### src/rtl/riscv32ima_pkg.sv
// Shared types and constants for the riscv32ima core slice.
// Fetch packets are an address-tagged pair of 32-bit instructions.
package riscv32ima_pkg;

  localparam int ADDR_WIDTH = 32;
  localparam int DATA_WIDTH = 64;
  localparam int INST_WIDTH = 32;
  localparam int PKT_WIDTH  = ADDR_WIDTH + DATA_WIDTH;

  localparam logic [ADDR_WIDTH-1:0] RESET_PC = 32'h1000_0000;

  typedef struct packed {
    logic [ADDR_WIDTH-1:0] addr;
    logic [DATA_WIDTH-1:0] data;
  } fetch_pkt_t;

  // Major opcodes shared with decode
  localparam logic [6:0] OP_LUI    = 7'b0110111;
  localparam logic [6:0] OP_AUIPC  = 7'b0010111;
  localparam logic [6:0] OP_JAL    = 7'b1101111;
  localparam logic [6:0] OP_JALR   = 7'b1100111;
  localparam logic [6:0] OP_BRANCH = 7'b1100011;
  localparam logic [6:0] OP_LOAD   = 7'b0000011;
  localparam logic [6:0] OP_STORE  = 7'b0100011;
  localparam logic [6:0] OP_IMM    = 7'b0010011;
  localparam logic [6:0] OP_REG    = 7'b0110011;
  localparam logic [6:0] OP_AMO    = 7'b0101111;
  localparam logic [6:0] OP_SYSTEM = 7'b1110011;

endpackage

### src/rtl/riscv32ima_pkt_fifo.sv
// DEPTH-entry synchronous FIFO of fetch packets with flush.
// Flush clears pointers and count only; storage keeps stale contents.
module riscv32ima_pkt_fifo
  import riscv32ima_pkg::*;
#(
  parameter int DEPTH = 2
) (
  input  logic                   clk,
  input  logic                   rst,
  input  logic                   push,
  input  logic                   pop,
  input  logic                   flush,
  input  logic [PKT_WIDTH-1:0]   wr_pkt,
  output logic [PKT_WIDTH-1:0]   rd_pkt,
  output logic                   full,
  output logic                   empty,
  output logic [$clog2(DEPTH):0] count
);

  localparam int PTR_W = $clog2(DEPTH);
  localparam int CNT_W = PTR_W + 1;

  fetch_pkt_t       mem [DEPTH];
  logic [PTR_W-1:0] head;
  logic [PTR_W-1:0] tail;
  logic             do_push;
  logic             do_pop;

  assign full    = (count == CNT_W'(DEPTH));
  assign empty   = (count == '0);
  assign do_push = push & ~full;
  assign do_pop  = pop & ~empty;
  assign rd_pkt  = mem[head];

  always_ff @(posedge clk or posedge rst) begin
    if (rst) begin
      count <= '0;
      head  <= '0;
      tail  <= '0;
      for (int i = 0; i < DEPTH; i++) mem[i] <= '0;
    end else if (flush) begin
      count <= '0;
      head  <= '0;
      tail  <= '0;
    end else begin
      if (do_push) begin
        mem[tail] <= wr_pkt;
        tail      <= tail + PTR_W'(1);
      end
      if (do_pop) head <= head + PTR_W'(1);
      case ({do_push, do_pop})
        2'b10:   count <= count + CNT_W'(1);
        2'b01:   count <= count - CNT_W'(1);
        default: ;
      endcase
    end
  end

endmodule

### src/rtl/riscv32ima_ibuf.sv
// Instruction buffer: queues 64-bit fetch packets and hands 32-bit
// instructions to decode, low half first; flush drops everything buffered.
module riscv32ima_ibuf
  import riscv32ima_pkg::*;
#(
  parameter int DEPTH = 2
) (
  input  logic                   clk,
  input  logic                   rst,
  input  logic                   fetch_valid,
  output logic                   fetch_ready,
  input  logic [ADDR_WIDTH-1:0]  fetch_address,
  input  logic [DATA_WIDTH-1:0]  fetch_data,
  input  logic                   flush,
  output logic                   inst_valid,
  input  logic                   inst_ready,
  output logic [ADDR_WIDTH-1:0]  inst_pc,
  output logic [INST_WIDTH-1:0]  inst_data,
  output logic [$clog2(DEPTH):0] count
);

  fetch_pkt_t head_pkt;
  logic       full;
  logic       empty;
  logic       push;
  logic       pop;
  logic       advance;
  logic       hi_done;
  logic       half;
  logic       unused_addr_lsb;

  riscv32ima_pkt_fifo #(.DEPTH(DEPTH)) u_fifo (
    .clk    (clk),
    .rst    (rst),
    .push   (push),
    .pop    (pop),
    .flush  (flush),
    .wr_pkt ({fetch_address, fetch_data}),
    .rd_pkt (head_pkt),
    .full   (full),
    .empty  (empty),
    .count  (count)
  );

  assign fetch_ready = ~full;
  assign inst_valid  = ~empty;
  assign push        = fetch_valid & fetch_ready & ~flush;
  assign advance     = inst_valid & inst_ready & ~flush;

  // A misaligned head starts in its upper half; hi_done marks that the
  // lower half of an aligned head has already been consumed.
  assign half = ~empty & (head_pkt.addr[2] | hi_done);
  assign pop  = advance & half;

  assign inst_data = half ? head_pkt.data[63:32] : head_pkt.data[31:0];
  assign inst_pc   = {head_pkt.addr[ADDR_WIDTH-1:3], half, 2'b00};

  assign unused_addr_lsb = ^head_pkt.addr[1:0];

  always_ff @(posedge clk or posedge rst) begin
    if (rst) begin
      hi_done <= 1'b0;
    end else if (flush) begin
      hi_done <= 1'b0;
    end else if (advance) begin
      hi_done <= ~half;
    end
  end

endmodule

### config.mk
export PLATFORM = sky130hd
export DESIGN_NAME = riscv32ima_ibuf
export DESIGN_NICKNAME = d
export VERILOG_FILES = /design/src/rtl/riscv32ima_pkg.sv /design/src/rtl/riscv32ima_pkt_fifo.sv /design/src/rtl/riscv32ima_ibuf.sv
export SDC_FILE = /design/constraint.sdc
export NUM_CORES = 1
export LEC_CHECK = 0
export ABC_AREA = 1
export BUFFER_PORTS_ARGS = -buffer_cell sky130_fd_sc_hd__buf_2
export CORE_MARGIN = 1.5
export CORE_UTILIZATION = 55
export DETAILED_ROUTE_END_ITERATION = 8
export PLACE_DENSITY = 0.87
export SLEW_MARGIN = 20
export SYNTH_ARGS = -nofsm -noshare
export SYNTH_HDL_FRONTEND = slang
export SYNTH_SLANG_ARGS = --single-unit
### constraint.sdc
create_clock -name clk -period 6.7 [get_ports clk]
set_input_delay 1.005 -clock clk [delete_from_list [all_inputs] [get_ports clk]]
set_output_delay 1.005 -clock clk [all_outputs]
set_load 0.01 [all_outputs]
==> flow_summary.json <==
{
  "dpl.hpwl_mm": 11.4,
  "start_util_pct": 57.0,
  "crit_path_end_kind": "output port",
  "period_minus_slack_ps": 3790,
  "fin_crit_sh_pct": 56.6,
  "clk_pin_slew_ps": 70,
  "drtIter0Drc": 429,
  "startpoint_type": "flip-flop",
  "post_cts_resized": 0,
  "cts_tree": "yes",
  "critical_path_class": "flip-flop to output port",
  "leakagePower_nw": 5.21,
  "viasPerCell": 5.16,
  "layout_common_cells": "285 x nand2_1, 192 x dfrtp_1, 169 x o21ai_1, 164 x buf_2, 99 x inv_1",
  "grt.total_usage_pct": 23.2,
  "wl_per_cell_um": 14.0,
  "cts_root_buf": "clkbuf_16",
  "synth_seq_cells": 193,
  "port-buffer-count": 164,
  "ys_types": 27,
  "place_congestion": 0.751,
  "hold_violations": 0,
  "clk_path_buf_depth": 2,
  "num_rows": 45,
  "grt_pass1_vias": 6486,
  "slew-limit-headroom_pct": 31.2,
  "postCtsSetupBuffers": 0,
  "synth-main-ff-cell": "dfrtp_1",
  "clock_skew_ps": 11.4,
  "cp.arrival_ps": 2780,
  "antenna_found_initial": 1,
  "irDropWorstVdd_mv": 0.267,
  "grt_pass1_wl_mm": 30.9,
  "hold_buffers": 0,
  "ios": 169,
  "finalSetupViolations": 0,
  "layout.nets": 1210,
  "drive_gt1_share_pct": 22.9,
  "rsz0062_at_grt": "no",
  "synthCells": 986,
  "synth_edf_count": 0,
  "htree_levels": 4,
  "insertion_delay_ps": 420,
  "area_growth_pct": 14.7,
  "fp.dieW_um": 129,
  "grt_max_degree": 152,
  "dr.pass1.iters": 5,
  "required_ps": 5690,
  "seq_area_frac_synth_pct": 55.1,
  "fin_tns_setup_ps": 0,
  "vias": 6890,
  "p_per_area_mw_per_mm2": 456,
  "hp-class": "flip-flop to flip-flop",
  "path_max_fanout": 37,
  "max_freq_ghz": 0.264,
  "yosysWarnings": 0,
  "core_sq_mm": 0.0154,
  "cts.sinks": 193,
  "fp.dieH_um": 129,
  "wl_mm": 18.6,
  "numCtsBuffers": 17,
  "final_common_cell": "nand2_1",
  "detail-route-antenna-nets": 0,
  "syn_area_sq_mm": 0.00877,
  "worst_pin_slew_ps": 1030,
  "status": "finished clean",
  "grt_overflow": 0,
  "cap_violations": 0,
  "final_util_pct": 65.4,
  "slew_viol_final": 0,
  "die-area_sq_mm": 0.0167,
  "async_flop_share_pct": 100,
  "syn_avg_cell_area_sq_um": 8.89,
  "n_fill_cell": 1276,
  "fin_hold_ws_ps": 483,
  "drc": 0
}
per-stage QoR:
step | setup WS [ps] | instance area [sq um] | power, W | instances
finish | 2910 | 10100 | 0.00459 | 1334
floorplan | 439 | 8770 | 0.00315 | 987
CTS | 2860 | 10000 | 0.00462 | 1333
global route | 2640 | 10100 | 0.00495 | 1333
detailed placement | 3330 | 9510 | 0.00368 | 1301
global placement | 3350 | 9510 | 0.00360 | 1301
cell usage after synthesis (4+ instances only):
master,count,area (sq um)
buf_6,11,124
inv_2,4,15.0
buf_4,12,90.1
o21ai_2,14,123
inv_1,100,375
nand2_1,286,1070
mux2i_1,32,320
o21ai_0,40,200
dfrtp_1,193,4830
o21ai_1,169,846
o211ai_1,32,240
nand3_1,6,30.0
or2_2,32,200
clkbuf_1,22,82.6
buf_2,18,90.1
where the power goes:
group | switching, W | internal, W
clock network | 0.000425 | 0.000503
logic | 0.000972 | 0.000706
registers | 0.000296 | 0.00169
layout make-up:
| class | count | area [sq um] | share of cell area [%] |
|---|---|---|---|
| antenna | 1 | 2.50 | 0.0249 |
| timing repair buffer | 170 | 870 | 8.65 |
| sequential | 193 | 4830 | 48.1 |
| clock inverter | 9 | 58.8 | 0.585 |
| tap | 211 | 264 | 2.62 |
| inverter | 104 | 403 | 4.01 |
| clock buffer | 23 | 478 | 4.75 |
| multi-input combinational | 623 | 3150 | 31.3 |
cells by family after synthesis:
kind of cell	synth area share, %
multiplexers	3.65
AND/OR/NAND/NOR	15.6
XOR/XNOR	0.0999
AO/OA/AOI/OAI	16.4
flip-flops	55.1
buffers and inverters	9.05
other	0.0428
metal layers:
metal	global-route usage (%)	wire, um
met3	6.98	1410
met4	6.54	214
met2	37.3	8860
met1	30.9	8150
met5	0	0
worst max-delay path, stage by stage, from the launching register on:
cell	delay, ps
dfrtp_4	710
inv_2	60
nand2_1	80
nand3_2	110
nand2_2	470
buf_4	450
o211ai_1	140
o21ai_0	140
buf_2	170
sequential cells by signal, indices dropped and copies added (netlist names):
register      count
u_fifo.mem      188
u_fifo.count      2
hi_done           1
u_fifo.head       1
u_fifo.tail       1
path summary, 6_finish.rpt:
check                                                  from  depth (start not counted)  slack [ps]                          end
worst max register to register  u_fifo.count[1]$_DFFE_PP0P_                          5        4040   u_fifo.mem[76]$_DFFE_PP0P_
worst min register to register  u_fifo.mem[109]$_DFFE_PP0P_                          2         480  u_fifo.mem[109]$_DFFE_PP0P_
worst max-delay path                u_fifo.head$_DFFE_PP0P_                          8        2910                 inst_data[7]
max in group asynchronous                               rst                          3        4880  u_fifo.mem[170]$_DFFE_PP0P_
worst min-delay path            u_fifo.mem[109]$_DFFE_PP0P_                          2         480  u_fifo.mem[109]$_DFFE_PP0P_
min in group asynchronous                               rst                          2         710   u_fifo.mem[70]$_DFFE_PP0P_
Power figures use the tool's default switching activity.
